[src/rtl/issue_scoreboard_pkg.sv]
// Shared types for the issue scoreboard: FSM states,
// register-file constants and the staged issue bundle.
package issue_scoreboard_pkg;

   localparam int REG_IDX_W = 5;
   localparam int NREG      = 32;

   typedef enum logic [1:0] {
      EMPTY   = 2'd0,
      HELD    = 2'd1,
      BR_WAIT = 2'd2
   } state_e;

   typedef struct packed {
      logic                 rs1_valid;
      logic                 rs2_valid;
      logic [REG_IDX_W-1:0] rs1;
      logic [REG_IDX_W-1:0] rs2;
      logic [REG_IDX_W-1:0] rd;
      logic                 regwrite;
      logic                 ctrl;
   } iss_bundle_t;

endpackage

[src/rtl/issue_scoreboard_regs.sv]
// Pending-write bit vector and in-flight writer count.
// x0 is never marked busy; a clear of x0 is a no-op.
module scoreboard_regs
   import issue_scoreboard_pkg::*;
#(
   parameter int MAX_OUT = 8,
   parameter int CW      = $clog2(MAX_OUT) + 1
) (
   input  logic                 clk_i,
   input  logic                 rst_ni,
   input  logic                 set_i,
   input  logic [REG_IDX_W-1:0] set_rd_i,
   input  logic                 clr_i,
   input  logic [REG_IDX_W-1:0] clr_rd_i,
   output logic [NREG-1:0]      busy_vec_o,
   output logic [CW-1:0]        out_cnt_o
);

   logic [NREG-1:0] busy_q, busy_d;
   logic [CW-1:0]   cnt_q, cnt_d;
   logic            set_eff, clr_eff;
   logic            inc, dec;

   assign set_eff = set_i & (set_rd_i != '0);
   assign clr_eff = clr_i & (clr_rd_i != '0);

   // Saturating guards keep the counter from wrapping on illegal input.
   assign inc = set_eff & (cnt_q != CW'(MAX_OUT));
   assign dec = clr_eff & (cnt_q != '0);

   always_comb begin
      busy_d = busy_q;
      if (set_eff) busy_d[set_rd_i] = 1'b1;
      if (clr_eff) busy_d[clr_rd_i] = 1'b0;
      busy_d[0] = 1'b0;
   end

   always_comb begin
      cnt_d = cnt_q;
      unique case ({inc, dec})
         2'b10:   cnt_d = cnt_q + CW'(1);
         2'b01:   cnt_d = cnt_q - CW'(1);
         default: cnt_d = cnt_q;
      endcase
   end

   always_ff @(posedge clk_i or negedge rst_ni) begin
      if (!rst_ni) begin
         busy_q <= '0;
         cnt_q  <= '0;
      end else begin
         busy_q <= busy_d;
         cnt_q  <= cnt_d;
      end
   end

   assign busy_vec_o = busy_q;
   assign out_cnt_o  = cnt_q;

   a_no_same_reg: assert property (
      @(posedge clk_i) disable iff (!rst_ni)
      !(set_eff && clr_eff && (set_rd_i == clr_rd_i)))
      else $error("set and clear of same register");

   a_no_underflow: assert property (
      @(posedge clk_i) disable iff (!rst_ni)
      !(clr_eff && (cnt_q == '0)))
      else $error("writeback with nothing outstanding");

endmodule

[src/rtl/issue_scoreboard.sv]
// One-entry issue stage with RAW/WAW/capacity interlock
// and a branch shadow that blocks the frontend until resolve.
module issue_scoreboard
   import issue_scoreboard_pkg::*;
#(
   parameter int MAX_OUT = 8
) (
   input  logic                 clk,
   input  logic                 rst_n,
   input  logic                 ifq_valid,
   output logic                 ifq_ready,
   input  logic                 dec_rs1_valid,
   input  logic                 dec_rs2_valid,
   input  logic [REG_IDX_W-1:0] dec_rs1,
   input  logic [REG_IDX_W-1:0] dec_rs2,
   input  logic [REG_IDX_W-1:0] dec_rd,
   input  logic                 dec_regwrite,
   input  logic                 dec_br,
   input  logic                 dec_j,
   output logic                 iss_valid,
   input  logic                 iss_ready,
   output logic [REG_IDX_W-1:0] iss_rs1,
   output logic [REG_IDX_W-1:0] iss_rs2,
   output logic [REG_IDX_W-1:0] iss_rd,
   output logic                 iss_regwrite,
   output logic                 iss_ctrl,
   input  logic                 wb_valid,
   input  logic [REG_IDX_W-1:0] wb_rd,
   input  logic                 br_resolve,
   output logic [NREG-1:0]      busy_vec
);

   localparam int CW = $clog2(MAX_OUT) + 1;

   state_e          state_q;
   iss_bundle_t     stage_q;
   iss_bundle_t     dec_b;
   logic [NREG-1:0] busy;
   logic [CW-1:0]   out_cnt;
   logic            hazard;
   logic            issue;

   assign dec_b.rs1_valid = dec_rs1_valid;
   assign dec_b.rs2_valid = dec_rs2_valid;
   assign dec_b.rs1       = dec_rs1;
   assign dec_b.rs2       = dec_rs2;
   assign dec_b.rd        = dec_rd;
   assign dec_b.regwrite  = dec_regwrite;
   assign dec_b.ctrl      = dec_br | dec_j;

   // Registered busy/count only: a writeback unblocks the next cycle.
   assign hazard =
        (stage_q.rs1_valid & busy[stage_q.rs1])
      | (stage_q.rs2_valid & busy[stage_q.rs2])
      | (stage_q.regwrite  & busy[stage_q.rd])
      | (stage_q.regwrite  & (out_cnt == CW'(MAX_OUT)));

   assign iss_valid = (state_q == HELD) & ~hazard;
   assign issue     = iss_valid & iss_ready;
   assign ifq_ready = (state_q == EMPTY)
                    | (issue & ~stage_q.ctrl);

   always_ff @(posedge clk or negedge rst_n) begin
      if (!rst_n) begin
         state_q <= EMPTY;
         stage_q <= '0;
      end else begin
         unique case (state_q)
            EMPTY: begin
               if (ifq_valid) begin
                  stage_q <= dec_b;
                  state_q <= HELD;
               end
            end
            HELD: begin
               if (issue) begin
                  if (stage_q.ctrl) begin
                     state_q <= BR_WAIT;
                  end else if (ifq_valid) begin
                     stage_q <= dec_b;
                  end else begin
                     state_q <= EMPTY;
                  end
               end
            end
            BR_WAIT: begin
               if (br_resolve) state_q <= EMPTY;
            end
            default: state_q <= EMPTY;
         endcase
      end
   end

   scoreboard_regs #(
      .MAX_OUT (MAX_OUT),
      .CW      (CW)
   ) u_regs (
      .clk_i      (clk),
      .rst_ni     (rst_n),
      .set_i      (issue & stage_q.regwrite),
      .set_rd_i   (stage_q.rd),
      .clr_i      (wb_valid),
      .clr_rd_i   (wb_rd),
      .busy_vec_o (busy),
      .out_cnt_o  (out_cnt)
   );

   assign busy_vec     = busy;
   assign iss_rs1      = stage_q.rs1;
   assign iss_rs2      = stage_q.rs2;
   assign iss_rd       = stage_q.rd;
   assign iss_regwrite = stage_q.regwrite;
   assign iss_ctrl     = stage_q.ctrl;

endmodule

[config.mk]
export PLATFORM = sky130hd
export DESIGN_NAME = issue_scoreboard
export DESIGN_NICKNAME = d
export VERILOG_FILES = /design/src/rtl/issue_scoreboard_pkg.sv /design/src/rtl/issue_scoreboard_regs.sv /design/src/rtl/issue_scoreboard.sv
export SDC_FILE = /design/constraint.sdc
export NUM_CORES = 1
export LEC_CHECK = 0
export CAP_MARGIN = 5
export CORE_MARGIN = 10
export CORE_UTILIZATION = 53
export CTS_CLUSTER_DIAMETER = 120
export DETAILED_ROUTE_END_ITERATION = 6
export PLACE_DENSITY = 0.92
export SETUP_SLACK_MARGIN = 0.1
export SKIP_CTS_REPAIR_TIMING = 1
export SYNTH_ARGS = -nofsm -noshare
export SYNTH_HDL_FRONTEND = slang
export SYNTH_HIERARCHICAL = 1
export SYNTH_SLANG_ARGS = --single-unit
[constraint.sdc]
create_clock -name clk -period 4.51 [get_ports clk]
set_input_delay 1.353 -clock clk [delete_from_list [all_inputs] [get_ports clk]]
set_output_delay 1.353 -clock clk [all_outputs]
set_load 0.02 [all_outputs]
==> key figures <==
Status
  – Status: completed

Clocking
  – CTS root buf: clkbuf_8
  – CTS H-tree depth: 2
  – Clock buffer count from CTS: 5
  – Maximum buffer depth of the clock tree: 2
  – Clock slew at reported path FFs: 0.11 ns
  – Clock sinks: 56
  – Skew-Pair Late Insertion Delay: 0.32 ns
  – CTS tree: built

Finish
  – Final Non-Filler Cells: 609
  – Area Overhead vs Synth: 20.5%
  – Share of layout cells above drive strength 1: 0.116
  – Layout net count: 540
  – N_diodes: 0

Floorplanning
  – Core area: about 7600 um2
  – Die X: 108 um
  – Core Rows: 32
  – Starting Density: 0.541
  – Die H: 108 um
  – Ports: 82
  – Total die area: 11700 um2

Synthesis
  – Total of warnings raised by yosys: 6
  – Sequential element share of the synthesized area: 0.338
  – Dominant cells by area after synthesis: dfrtp_1, mux4_2, a21oi_1
  – Top FF cell, synth: dfrtp_1
  – Count leader, synth: a21oi_1
  – Syn Inst Count: 456
  – EDFF count, synth: 0
  – Synth Area in Compound Gates: 0.199
  – Post-synth top cells: a21oi_1, nand2_1, dfrtp_1, mux4_2, nor3b_1
  – Synth Area in Adders: 0.00907
  – Post-Synth Simple-Gate Area: 0.207
  – Avg Inst Size Synth: 9.08 um2
  – Mapped Area: 4140 um2
  – FF+latch count, synth: 56
  – Largest family of logic cells by synthesized area: simple AND/OR/NAND/NOR gates
  – Synth Area in XOR/XNOR: 0.00635
  – Mux share of post-synthesis cell area: 0.158
  – Async SR Flop Fraction: 1.00
  – Synth cell types: 51
  – Yosys top cell area share: 0.338
  – Yosys top cell by area: dfrtp_1
  – Syn Nets: 490

Timing
  – Hold Slack: between 0.6 and 0.7 ns
  – Slew margin rel.: 0.494
  – Final period util: 0.938
  – Achievable frequency: approximately 0.24 GHz
  – Final Skew: 0.00649 ns
  – Worst-margin pin slew: 0.757 ns
  – Setup violators final: 0
  – Final Max Tran Viols: 0
  – Final hold viol count: 0
  – Unrepaired setup endpoints after global routing: false
  – Final min period: between 4 and 5 ns

Critical path
  – Startpoint types: flop
  – Critical Path AT: 2.88 ns
  – Register-to-register setup slack: around 0.5 ns
  – Worst Setup SP: iss_rs2[0]$_DFFE_PN0P_
  – Crit path capture type: output pin
  – Critical Path Fanout Max: 11
  – Worst r2r src: iss_rs2[0]$_DFFE_PN0P_
  – Crit Path Category: flop to output pin
  – Critical path required time: 3.16 ns

Power and ir drop
  – Sequential Power Share: 0.313
  – Sw Share: 0.480
  – Clock power share: 0.090
  – Max rail drop VDD: 0.395 mV
  – Internal: 0.00172 W
  – Psw: 0.00159 W
  – PwrDens: approximately 660 nW/um2
  – Comb power frac: 0.598
  – Pleak: 2.05 nW

Worst hold path
  – Tightest Hold Check Type: flop to flop
  – HP Start: stage_q[18]$_DFFE_PN0P_

Flow run
  – Max-cap violations: 0

Route
  – DR pass1 iterations: 5
  – DRC: 0
  – Vias post-DR: 4023
  – DRT iter0 DRCs: 429
  – Post-DR wirelength/cell: 21.4 um
  – Via density: 6.61
  – Final ANT Viol Nets: 0
  – WL final: between 10000 and 15000 um

Global route
  – Initial antenna violation count: 0
  – Wire length of the first global-routing pass: 21300 um
  – Vias in the first global route: a little under 4000
  – Remaining global-route overflow: 0
  – GRT Util Overall: 0.223
  – Largest net degree at the start of global routing: 57

Placed design
  – Placed Cells incl. Taps: 600
  – Hpwl dp: between 9000 and 10000 um
  – Port bufs: 80
  – RD Place Congestion: 1.01
[power groups by stage]
stage	Combinational [W]	Clock [W]	Sequential [W]
6_report	0.00198	0.000297	0.00103
5_1_grt	0.00215	0.000319	0.00107
4_1_cts	0.00196	0.000297	0.00102
3_5_place_dp	0.00194	0	0.00103
3_3_place_gp	0.00188	0	0.00102
2_1_floorplan	0.00140	0	0.000961
[worst max-delay path: stages (launching register included)]
cell	delay, ns
dfrtp_1	0.42
buf_6	0.19
mux4_2	0.54
mux2_2	0.28
o221a_2	0.28
a211oi_2	0.23
and3_1	0.21
o2bb2ai_1	0.15
dlymetal6s2s_1	0.26
[cell type report]
type / instances / area, um2
Clock inverter: 3 / 22.5
Multi-Input combinational cell: 338 / 2400
Tap cell: 102 / 128
Timing Repair Buffer: 96 / 928
Sequential cell: 56 / 1400
Fill cell: 597 / 2660
Inverter: 9 / 33.8
Clock buffer: 5 / 68.8
[cells in the final DEF, fill, tap and decap left out, types with 9 or more instances in the layout]
cell / synthesis / final
a21oi_1: 74 / 74
buf_4: 19 / 14
clkdlybuf4s50_1: 0 / 77
dfrtp_1: 56 / 55
inv_1: 9 / 9
mux4_2: 23 / 23
nand2_1: 59 / 59
nand4_1: 18 / 18
nor2_1: 16 / 16
nor2b_1: 9 / 9
nor3b_1: 22 / 22
o211ai_1: 16 / 16
o21ai_0: 20 / 20
[metrics by stage]
step	utilization	setup TNS (ns)	cell area [um2]	worst slack, ns	total power (W)
final	0.652	0	4990	0.279	0.00331
after global routing	0.652	0	4990	0.152	0.00353
after CTS	0.649	-0.325	4970	-0.183	0.00328
after detailed placement	0.637	0	4870	0.183	0.00298
after global placement	0.637	0	4870	0.271	0.00290
after floorplan	-	0	4140	0.675	0.00236
[cells by family after synthesis]
family                   Yosys count
AND/OR/NAND/NOR                  157
AO/OA/AOI/OAI                    138
buffers and inverters             62
flip-flops                        56
multiplexers                      36
adder cells (fa/ha/maj)            3
XOR/XNOR                           3
other                              1
[layer usage]
layer  GRT usage  share of wire  wire [um]
met1       0.279           0.38       4990
met3      0.0583           0.10       1350
met4      0.0725          0.034        444
met2       0.368           0.48       6240
met5           0              0          0
[flip-flops by register name (all words and copies together), names as in the netlist]
| signal | cells |
|---|---|
| iss_ctrl | 1 |
| iss_rd | 5 |
| iss_regwrite | 1 |
| iss_rs1 | 5 |
| iss_rs2 | 5 |
| stage_q | 2 |
| state_q | 2 |
| u_regs/busy_vec_o | 31 |
| u_regs/out_cnt_o | 4 |
[final timing paths]
path,endpoint,depth (start not counted)
max,ifq_ready,8
min,stage_q[18]$_DFFE_PN0P_,2
max reg2reg,u_regs/out_cnt_o[3]$_DFFE_PN0P_,13
min reg2reg,stage_q[18]$_DFFE_PN0P_,2
max in group asynchronous,u_regs/busy_vec_o[29]$_DFF_PN0_,2
min in group asynchronous,iss_rs2[3]$_DFFE_PN0P_,1
(Power assumes the default switching activity.)
